<file path="config.mk">
export PLATFORM = sky130hd
export DESIGN_NAME = binary_to_bcd_converter
export DESIGN_NICKNAME = d
export VERILOG_FILES = /design/src/rtl/binary_to_bcd_converter_pkg.sv /design/src/rtl/binary_to_bcd_converter_add3_adjust.sv /design/src/rtl/binary_to_bcd_converter.sv
export SDC_FILE = /design/constraint.sdc
export NUM_CORES = 1
export LEC_CHECK = 0
export ABC_AREA = 1
export BUFFER_PORTS_ARGS = -buffer_cell sky130_fd_sc_hd__buf_4
export CELL_PAD_IN_SITES_DETAIL_PLACEMENT = 1
export CELL_PAD_IN_SITES_GLOBAL_PLACEMENT = 1
export CORE_ASPECT_RATIO = 0.7
export CORE_UTILIZATION = 39
export DETAILED_ROUTE_END_ITERATION = 10
export GPL_TIMING_DRIVEN = 0
export PLACE_DENSITY_LB_ADDON = 0.1
export RECOVER_POWER = 100
export REMOVE_ABC_BUFFERS = 1
export SETUP_SLACK_MARGIN = 0.02
export SYNTH_ARGS = -nofsm -noshare
export SYNTH_HDL_FRONTEND = slang
export SYNTH_SLANG_ARGS = --single-unit
</file>
<file path="constraint.sdc">
create_clock -name clk_100MHz -period 1.9 [get_ports clk_100MHz]
set_input_delay 0.095 -clock clk_100MHz [delete_from_list [all_inputs] [get_ports clk_100MHz]]
set_output_delay 0.095 -clock clk_100MHz [all_outputs]
set_load 0.01 [all_outputs]
</file>
<file path="src/rtl/binary_to_bcd_converter_pkg.sv">
// Shared definitions for the binary-to-BCD converter: FSM state encoding,
// the largest displayable value and the overflow nibble default.
package binary_to_bcd_converter_pkg;

  typedef enum logic [1:0] {
    IDLE  = 2'd0,
    SHIFT = 2'd1,
    DONE  = 2'd2
  } bcd_state_t;

  // Largest value the four-digit display can show.
  localparam logic [31:0] BCD_MAX = 32'd9999;

  // Decoder dash code in decimal mode.
  localparam logic [3:0] OVF_CODE_DEF = 4'hA;

  // Leading-zero digit mask: units are always lit, and a higher digit is lit
  // when it or any digit above it is nonzero.
  function automatic logic [3:0] lz_mask(input logic [15:0] bcd);
    logic [3:0] m;
    m[3] = |bcd[15:12];
    m[2] = m[3] | (|bcd[11:8]);
    m[1] = m[2] | (|bcd[7:4]);
    m[0] = 1'b1;
    return m;
  endfunction

endpackage

</file>
<file path="src/rtl/binary_to_bcd_converter_add3_adjust.sv">
// Double-dabble nibble correction: add 3 to any BCD nibble of 5 or more so
// that the following left shift carries correctly into the next digit.
module bcd_add3_adjust (
  input  logic [3:0] i_nib,
  output logic [3:0] o_nib
);

  // Pure combinational adjust.
  always_comb begin
    o_nib = (i_nib >= 4'd5) ? i_nib + 4'd3 : i_nib;
  end

endmodule

</file>
<file path="src/rtl/binary_to_bcd_converter.sv">
// Sequential double-dabble converter feeding the four-digit seven-segment
// decoder. One conversion takes IN_WIDTH shift cycles plus accept and
// output cycles. Values above 9999 render as dashes.
// Build option: define LEADING_ZERO_BLANK_EN to blank leading zero digits;
// otherwise all four digits are enabled after every conversion.
module binary_to_bcd_converter
  import binary_to_bcd_converter_pkg::*;
#(
  parameter int unsigned IN_WIDTH = 14,
  parameter logic [3:0]  OVF_CODE = OVF_CODE_DEF
) (
  input  logic                clk_100MHz,
  input  logic                rst,
  input  logic [IN_WIDTH-1:0] in_value,
  input  logic                in_valid,
  output logic                in_ready,
  output logic [3:0]          v3,
  output logic [3:0]          v2,
  output logic [3:0]          v1,
  output logic [3:0]          v0,
  output logic [3:0]          digits,
  output logic                overflow,
  output logic                out_valid
);

  localparam int unsigned SR_W   = 16 + IN_WIDTH;
  localparam int unsigned ITER_W = (IN_WIDTH > 1) ? $clog2(IN_WIDTH) : 1;

  bcd_state_t        r_state;
  logic [SR_W-1:0]   r_sh;
  logic [ITER_W-1:0] r_iter;
  logic              r_ovf;

  logic [SR_W-1:0]   w_adj;
  logic [15:0]       w_bcd;
  logic [3:0]        w_nib_in  [4];
  logic [3:0]        w_nib_out [4];

  // Split the BCD field of the shift register into its four digit nibbles.
  always_comb begin
    for (int unsigned k = 0; k < 4; k++) begin
      w_nib_in[k] = r_sh[IN_WIDTH + 4*k +: 4];
    end
  end

  for (genvar g = 0; g < 4; g++) begin : g_adj
    bcd_add3_adjust u_adj (
      .i_nib (w_nib_in[g]),
      .o_nib (w_nib_out[g])
    );
  end

  // Reassemble the adjusted register ahead of the shift.
  always_comb begin
    w_adj = {w_nib_out[3], w_nib_out[2], w_nib_out[1], w_nib_out[0],
             r_sh[IN_WIDTH-1:0]};
    w_bcd = r_sh[SR_W-1 -: 16];
  end

  assign in_ready = (r_state == IDLE);

  // Control FSM, shift datapath and registered outputs.
  always_ff @(posedge clk_100MHz or posedge rst) begin
    if (rst) begin
      r_state   <= IDLE;
      r_sh      <= '0;
      r_iter    <= '0;
      r_ovf     <= 1'b0;
      v3        <= '0;
      v2        <= '0;
      v1        <= '0;
      v0        <= '0;
      digits    <= '0;
      overflow  <= 1'b0;
      out_valid <= 1'b0;
    end else begin
      out_valid <= 1'b0;
      case (r_state)
        IDLE: begin
          if (in_valid) begin
            r_sh    <= {16'h0000, in_value};
            r_iter  <= '0;
            r_ovf   <= (32'(in_value) > BCD_MAX);
            r_state <= SHIFT;
          end
        end
        SHIFT: begin
          r_sh   <= w_adj << 1;
          r_iter <= r_iter + ITER_W'(1);
          if (r_iter == ITER_W'(IN_WIDTH - 1)) begin
            r_state <= DONE;
          end
        end
        DONE: begin
          if (r_ovf) begin
            v3     <= OVF_CODE;
            v2     <= OVF_CODE;
            v1     <= OVF_CODE;
            v0     <= OVF_CODE;
            digits <= 4'b1111;
          end else begin
            v3     <= w_bcd[15:12];
            v2     <= w_bcd[11:8];
            v1     <= w_bcd[7:4];
            v0     <= w_bcd[3:0];
`ifdef LEADING_ZERO_BLANK_EN
            digits <= lz_mask(w_bcd);
`else
            digits <= 4'b1111;
`endif
          end
          overflow  <= r_ovf;
          out_valid <= 1'b1;
          r_state   <= IDLE;
        end
        default: r_state <= IDLE;
      endcase
    end
  end

endmodule

</file>
==> results.toml, run 1 <==
[clocking]
cts_setup_buffers = 0
cts_root_buffer = "clkbuf_8"
clk_pin_slew_worst_paths_ns = 0.11
htreeDepth = 2
insertion_delay_ns = 0.31
cts_inserted_buffers = 5
tritoncts = "built"
clock_sinks = 56
cts.path.max_buffers = 2

[sta]
slew_headroom_pct = 34.8
setup_viol = 0
rsz0062_at_grt = "no"
period_share_pct = 86.5
whs_ns = 0.0819
fin_crit_ns = 1.64
finalHoldViolCount = 0
fmax_ghz = 0.609
drv_slew = 0
worstMarginPinSlew_ns = 0.977
fin_skew_ns = 0.00905

[logic_synthesis]
synth_top_family_by_area = "simple AND/OR/NAND/NOR gates"
ys_ff_latch = 56
synth_edf_count = 0
yosysMostFrequentCell = "nand2_1"
synth-simple-area-share_pct = 22.9
seq_area_frac_synth_pct = 49.8
netlist_area_mm2 = 0.00282
ys_top_cells_by_count = "nand2_1 (95), dfrtp_1 (56), inv_1 (43)"
synth-compound-area-share_pct = 12.8
synth.avg_cell_area_um2 = 8.43
yosys.area_share.xor_xnor_pct = 0
async_flop_share_pct = 100
synth_top_area_share_pct = 49.8
synthAdderAreaFrac_pct = 4.44
synth_area_leaders = "dfrtp_1 (50%), nand2_1 (13%), inv_1 (5.7%)"
ys_warn_count = 0
synth_mux_area_share_pct = 0
synth_ff_type = "dfrtp_1"
synth_cell_types = 20
synth_top_area_cell = "dfrtp_1"
syn_inst = 334

[layout]
n_fill_cell = 855
layout.nets = 397
diodes = 0
syn_to_final_growth_pct = 12.3
layout-drive-gt1-share_pct = 8.63
fin_util_pct = 46.2

[critical_path]
worst-endpoint-required_ns = 2.09
crit_type = "flip-flop to flip-flop"
r2r_slack_ns = 0.26
r2r_start = "r_state[1]"
r2r_end = "r_iter[2]"
critPathLaunchType = "flip-flop"
cp.arrival_ns = 1.84
reg2regPathDepth = 6
endpoint_kind = "flip-flop"
path_max_fanout = 28

[place]
place_congestion = 0.790
dpl.hpwl_um = 4620
io_buffers = 39

[grt]
gr-total-overflow = 0
grt_util_all_layers_pct = 19.8
grt_pass1_wl_um = 11800
grt_pass1_vias = 2362
grt_max_degree = 35
antenna_found_initial = 0

[power]
pwr-share-clk_pct = 19.0
p_sw_mw = 2.18
cellInternalPower_mw = 2.89
p_leak_nw = 1.59
seq_power_share_pct = 38.9
power_density_mw_per_mm2 = 1600
irDropWorstVdd_mv = 0.590
combPwrFrac_pct = 42.2
switching_share_pct = 43.1

[floorplanning]
io_pins = 40
die_h_um = 73.1
die_area_mm2 = 0.00757
die_x_um = 104
coreArea_mm2 = 0.00685
num_rows = 25
start_util_pct = 41.1

[routing]
drt_iter0_drc = 74
dr.pass1.iters = 4
ant_nets = 0
vias = 2300
avgViaCountPerCell = 4.95
routed_wl_um = 6890
drc = 0
wl_per_cell_um = 14.8

[min_path]
hold_path_depth = 3
min_from = "in_value[0]"
hold_end = "r_sh[0]"
hold_class = "primary input to flip-flop"

[status]
status = "complete, no violations"

[flow_run]
maxCapViolations = 0
cell families (layout without fill, tap and decap cells):
group,count (synthesis),after routing
buffers and inverters,58,95
adders and majority gates,10,10
DFF,56,56
and+or+nand+nor,149,149
AOI/OAI and AO/OA,61,61
state kept, by name, indices dropped and copies added (netlist names):
register and cells:
v1 4, v2 4, v0 4, r_state 2, r_sh 30, r_iter 4
out_valid 1, v3 4, r_ovf 1, overflow 1, digits 1
power groups by stage:
stage / registers, mW / logic (mW) / clock network, mW
final: 1.97 / 2.14 / 0.961
after global routing: 2.03 / 2.52 / 1.01
after CTS: 1.98 / 2.37 / 0.975
after detailed placement: 2.00 / 2.33 / 0
after global placement: 1.97 / 2.22 / 0
after floorplan: 1.95 / 1.64 / 0
worst max-delay path: stages (launching register included):
cell and delay (ns):
dfrtp_1 0.43, inv_1 0.18, nand2_4 0.20, inv_2 0.38, nand2_1 0.14, nand3_1 0.10, o21ai_0 0.09
layout by cell type, fill, tap and decap left out, types with 2 or more instances in the layout:
cell       instances
nand2_4            2
dfrtp_1           56
buf_4             15
a21oi_1            9
nand2_1           95
nor2_1            17
nand4_1            9
nand3_1           24
bufinv_16          2
ha_1              10
clkbuf_1          23
o21ai_0           48
clkbuf_8           5
inv_1             44
layer usage:
metal	vias to the layer above	global-route usage [%]	wire length [um]
met1	1138	26.9	3520
met2	27	33.9	3160
met5	-	0	0
met3	2	3.75	192
li1	1133	-	-
met4	0	2.90	19
per-stage QoR:
stage	total power, mW	cell area, um2	TNS (ns)	setup slack, ns	std cells
after floorplan	3.59	2710	0	0.433	322
after global placement	4.20	3120	-24.58	-0.429	455
after detailed placement	4.32	3140	-1.12	-0.103	456
after CTS	5.32	3290	0	0.127	465
after global routing	5.56	3160	0	0.0573	465
final	5.07	3160	0	0.257	465
worst max path at each step:
stage | depth (start not counted) | start | end | slack (ns)
after CTS | 4 | r_state[0] | r_sh[9] | 0.13
after global placement | 2 | rst | v3[3] | -0.43
after detailed placement | 4 | r_state[0] | r_sh[9] | -0.10
after floorplan | 1 | rst | digits[0] | 0.43
final | 6 | r_state[1] | r_iter[2] | 0.26
after global routing | 6 | r_state[1] | r_iter[2] | 0.06
timing repair:
item,CTS,global route
hold endpoints to repair,22,0
setup endpoints to repair,20,2
pin swaps,0,0
hold buffers,1,0
resized for setup,1,2
area by class of cell:
| cell class | count | area (um2) | area share (%) |
|---|---|---|---|
| Inverter | 46 | 175 | 5.54 |
| Sequential cell | 56 | 1400 | 44.3 |
| Timing Repair Buffer | 41 | 236 | 7.48 |
| Clock buffer | 5 | 68.8 | 2.18 |
| Multi-Input combinational cell | 220 | 1090 | 34.6 |
| Tap cell | 94 | 118 | 3.72 |
| Clock inverter | 3 | 68.8 | 2.18 |
Note: power is estimated with default switching activity, not from simulation.
==> run 2: changes to the inputs <==
Settings changed: CAP_MARGIN set to 40, CORE_MARGIN set to 2, RECOVER_POWER 100 to 50.
==> run 2 against run 1 <==
Setup slack got worse by 0.058 ns. Flip-flop and latch count did not move. Cell area about the same. Critical endpoint is now r_sh[9]. Largest cell class unchanged. Largest power group unchanged.
==> results.toml, run 2 (synthesis gave the netlist of run 1 again) <==
[critical_path]
worst-endpoint-required_ns = 2.09
endpoint_kind = "flip-flop"
path_max_fanout = 31
slowest_delay_ns = 0.46
crit_type = "flip-flop to flip-flop"
crit_family = "compound AO/OA/AOI/OAI gates"
cp_cell_sequence = "o21ai_4 > inv_2 > nand2_1 > o21ai_2"
cp-startpoint = "r_state[0]"
cp.arrival_ns = 1.89
r2r_slack_ns = 0.20
reg2regPathDepth = 4
critPathLaunchType = "flip-flop"
r2r_end = "r_sh[9]"
critical_path_buf_inv_count = 1
crit_slowest_cell = "dfrtp_1"
r2r_start = "r_state[0]"

[grt]
grt_pass1_vias = 2349
antenna_found_initial = 0
grt_max_degree = 32
gr-total-overflow = 0
grt_pass1_wl_um = 11200
grt_util_all_layers_pct = 18.0

[min_path]
hold_class = "primary input to flip-flop"
hold_path_depth = 3
hold_end = "r_sh[0]"
min_from = "in_value[0]"

[power]
switching_share_pct = 45.0
pwr-share-clk_pct = 13.8
total_power_mw = 4.87
combPwrFrac_pct = 45.7
cellInternalPower_mw = 2.68
power_density_mw_per_mm2 = 1540
p_leak_nw = 1.58
p_sw_mw = 2.19
seq_power_share_pct = 40.5
irDropWorstVdd_mv = 0.592

[place]
io_buffers = 39
dpl.hpwl_um = 4560
place_area_mm2 = 0.00314
place_congestion = 0.765

[floorplanning]
die_area_mm2 = 0.00793
io_pins = 40
coreArea_mm2 = 0.00688
die_x_um = 106
die_h_um = 75.1
start_util_pct = 40.9
num_rows = 25

[layout]
layout-drive-gt1-share_pct = 12.4
layout.nets = 397
largest_reg_flops = 30
mostFrequentLayoutCells = "nand2_1 (95), dfrtp_1 (56), inv_1 (43), o21ai_0 (31), nand3_1 (24)"
diodes = 0
n_fill_cell = 861
top_register = "r_sh"
final_common_cell = "nand2_1"
syn_to_final_growth_pct = 12.3
final_area_mm2 = 0.00316

[routing]
dr.pass1.iters = 4
routed_wl_um = 6430
drc = 0
wl_per_cell_um = 13.8
drt_iter0_drc = 66
ant_nets = 0
vias = 2258
avgViaCountPerCell = 4.86

[clocking]
cts_inserted_buffers = 5
cts.path.max_buffers = 2
cts_root_buffer = "clkbuf_8"
tritoncts = "built"
insertion_delay_ns = 0.32
clk_pin_slew_worst_paths_ns = 0.10
clock_sinks = 56
htreeDepth = 2

[sta]
worstMarginPinSlew_ns = 1.10
fin_skew_ns = 0.00724
fin_tns_setup_ns = 0
slew_headroom_pct = 26.6
rsz0062_at_grt = "no"
period_share_pct = 89.5
whs_ns = 0.0530
fmax_ghz = 0.588
setup_viol = 0
drv_slew = 0
finalHoldViolCount = 0
fin_crit_ns = 1.70

[flow_run]
maxCapViolations = 0

[status]
status = "complete, no violations"
-- run 2: cell count changes in the layout (fill, tap and decap cells not counted), moves of 2 or more --
cell | previous run | this run
o21ai_1 | 0 | 5
clkinvlp_4 | 0 | 2
o21ai_0 | 48 | 31
o21ai_2 | 1 | 13
inv_2 | 1 | 3
bufinv_16 | 2 | 0
-- run 2: worst min-delay path, stage by stage --
cell and delay, ns:
buf_4 0.08, nand3_1 0.10, o21ai_2 0.07
-- run 2: cell type report --
cell class                      count  area [um2]  area share, %
Multi-Input combinational cell    220        1140           36.0
Tap cell                           94         118           3.72
Inverter                           46         173           5.46
Clock buffer                        5        68.8           2.17
Clock inverter                      3        23.8          0.751
Sequential cell                    56        1400           44.3
Timing Repair Buffer               41         240           7.59
-- run 2: through the flow --
stage | util [%] | std cells | setup WS (ns)
floorplan | - | 322 | 0.433
global placement | 45.3 | 455 | -0.388
detailed placement | 45.6 | 456 | -0.0768
CTS | 47.2 | 465 | 0.168
global route | 46.0 | 465 | 0.0700
finish | 46.0 | 465 | 0.199
-- run 2: repair_timing --
item                                    in CTS  in global routing
hold buffers                                 1                  0
hold endpoints to repair                    25                  0
gates resized for setup                      1                  0
endpoints found under the setup margin      20                  0
buffers inserted                             0                  0
-- run 2: power groups by stage --
stage	combinational (mW)	clock [mW]	sequential [mW]
floorplan	1.64	0	1.95
global placement	2.24	0	1.97
detailed placement	2.31	0	2.00
CTS	2.33	0.705	1.97
global route	2.62	0.742	2.04
finish	2.23	0.673	1.97
-- run 2: worst max-delay path by stage --
stage                      endpoint  slack [ns]  depth (start not counted)
after floorplan           digits[0]        0.43                          1
after CTS                   r_sh[9]        0.17                          4
final                       r_sh[9]        0.20                          4
after global placement      r_sh[2]       -0.39                          2
after global routing        r_sh[1]        0.07                          4
after detailed placement    r_sh[9]       -0.08                          4
-- run 2: routing by layer --
| metal | global-route usage [%] | vias to the layer above | part of all wire (%) |
|---|---|---|---|
| li1 | - | 1144 | - |
| met3 | 3.20 | 5 | 3.2 |
| met2 | 30.5 | 31 | 44 |
| met4 | 4.39 | 0 | 0.71 |
| met1 | 24.5 | 1078 | 52 |
| met5 | 0 | - | 0 |
==> run 3: changes to the inputs <==
Settings changed: CORE_UTILIZATION 39 to 38.
Clock period 1.9 ns to 1.37 ns, I/O delays scaled along.
==> run 3 against run 2 <==
Count of clock-buffer cells in the layout rose by 1. Clock skew rose by 0.0027 ns. Cell area rose by 6.4%. Critical endpoint is now v1[2]. Worst hold slack got worse by 0.0049 ns.
==> results.toml, run 3 (synthesis gave the netlist of run 1 again) <==
[status]
status = "complete, no violations"

[critical_path]
r2r_slack_ns = 0.09
r2r_start = "r_state[0]"
worst-endpoint-required_ns = 1.61
r2r_end = "v1[2]"
cp.arrival_ns = 1.52
endpoint_kind = "flip-flop"
cp-startpoint = "r_state[0]"
critPathLaunchType = "flip-flop"
endpoint = "v1[2]"
reg2regPathDepth = 5
path_max_fanout = 8
crit_type = "flip-flop to flip-flop"

[place]
place_congestion = 0.812
dpl.hpwl_um = 4670
io_buffers = 39

[layout]
largest_reg_flops = 30
layout.nets = 411
layout-drive-gt1-share_pct = 21.9
mostFrequentLayoutCells = "nand2_1 (90), dfrtp_1 (55), inv_1 (32), buf_4 (27), o21ai_0 (23)"
n_fill_cell = 892
fin_util_pct = 46.4
syn_to_final_growth_pct = 19.5
diodes = 0
top_register = "r_sh"
final_common_cell = "nand2_1"

[sta]
rsz0062_at_grt = "no"
setup_viol = 0
finalHoldViolCount = 0
whs_ns = 0.0481
fin_crit_ns = 1.28
fin_skew_ns = 0.00993
slew_headroom_pct = 57.7
fmax_ghz = 0.780
drv_slew = 0
period_share_pct = 93.6
worstMarginPinSlew_ns = 0.634

[grt]
grt_util_all_layers_pct = 18.2
antenna_found_initial = 0
grt_pass1_vias = 2417
grt_pass1_wl_um = 11800
grt_max_degree = 32
gr-total-overflow = 0

[power]
power_density_mw_per_mm2 = 2160
total_power_mw = 7.27
irDropWorstVdd_mv = 0.771
p_leak_nw = 1.67

[floorplanning]
io_pins = 40
coreArea_mm2 = 0.00725
die_x_um = 107
start_util_pct = 38.8
die_area_mm2 = 0.00813
num_rows = 26
die_h_um = 76.0

[routing]
wl_per_cell_um = 14.5
routed_wl_um = 6970
avgViaCountPerCell = 4.90
ant_nets = 0
dr.pass1.iters = 4
drt_iter0_drc = 60
drc = 0
vias = 2361

[min_path]
hold_path_depth = 3
hold_class = "primary input to flip-flop"

[clocking]
cts.path.max_buffers = 2
clock_sinks = 56
insertion_delay_ns = 0.31
tritoncts = "built"
cts_inserted_buffers = 5
htreeDepth = 2
clk_pin_slew_worst_paths_ns = 0.10
cts_root_buffer = "clkbuf_8"

[flow_run]
maxCapViolations = 0
## run 3: cell count changes in the layout (fill, tap and decap cells not counted), sizes merged
cell,delta
clkinvlp,-1
inv,-1
clkbuf,+1
buf,+14
## run 3: critical path, cell delays in order (launching register included)
cell and delay [ns]:
dfrtp_2 0.49, inv_2 0.09, nand2_4 0.09, nor2_8 0.12
clkinvlp_4 0.23, o21ai_2 0.19
## run 3: metrics by stage
step	instance area, um2	instances	TNS [ns]	setup WS [ns]
3_3_place_gp	3120	459	-65.53	-0.950
6_report	3370	482	0	0.0878
5_1_grt	3370	482	0	0.0128
3_5_place_dp	3140	460	-12.48	-0.662
2_1_floorplan	2710	322	-5.10	-0.0975
4_1_cts	3290	471	-0.0162	-0.0162
## run 3: area by class of cell
type / count / area [um2] / share of cell area (%)
tap: 98 / 123 / 3.64
timing repair buffer: 55 / 365 / 10.9
clock buffer: 6 / 82.6 / 2.45
clock inverter: 1 / 8.76 / 0.260
multi-input combinational: 220 / 1190 / 35.5
sequential: 56 / 1400 / 41.7
inverter: 46 / 189 / 5.61
## run 3: how the worst min path moves through the flow
stage | slack [ns] | startpoint | end
2_1_floorplan | 0.22 | in_value[0] | r_sh[0]
3_3_place_gp | 0.34 | in_value[0] | r_sh[0]
3_5_place_dp | 0.21 | rst | r_iter[0]
4_1_cts | 0.03 | in_value[0] | r_sh[0]
5_1_grt | 0.05 | in_value[0] | r_sh[0]
6_report | 0.05 | in_value[0] | r_sh[0]
## run 3: timing repair
action | CTS | global route
hold buffers | 1 | 0
buffers inserted | 3 | 11
pin swaps | 2 | 6
endpoints found under the hold margin | 26 | 0
setup endpoints to repair | 43 | 39
gates resized for setup | 8 | 33
## run 3: report_power, final
group          leakage, nW  internal (mW)  switching, mW
Sequential           0.688           2.29          0.487
Clock               0.0473          0.405          0.553
Combinational        0.939           1.31           2.23
## run 3: routing by layer
layer | global-route usage [%] | vias to the layer above | wire (um)
met1 | 25.5 | 1151 | 3370
met4 | 5.32 | 0 | 86
met3 | 3.25 | 10 | 191
met2 | 29.0 | 33 | 3320
met5 | 0 | - | 0
li1 | - | 1167 | -
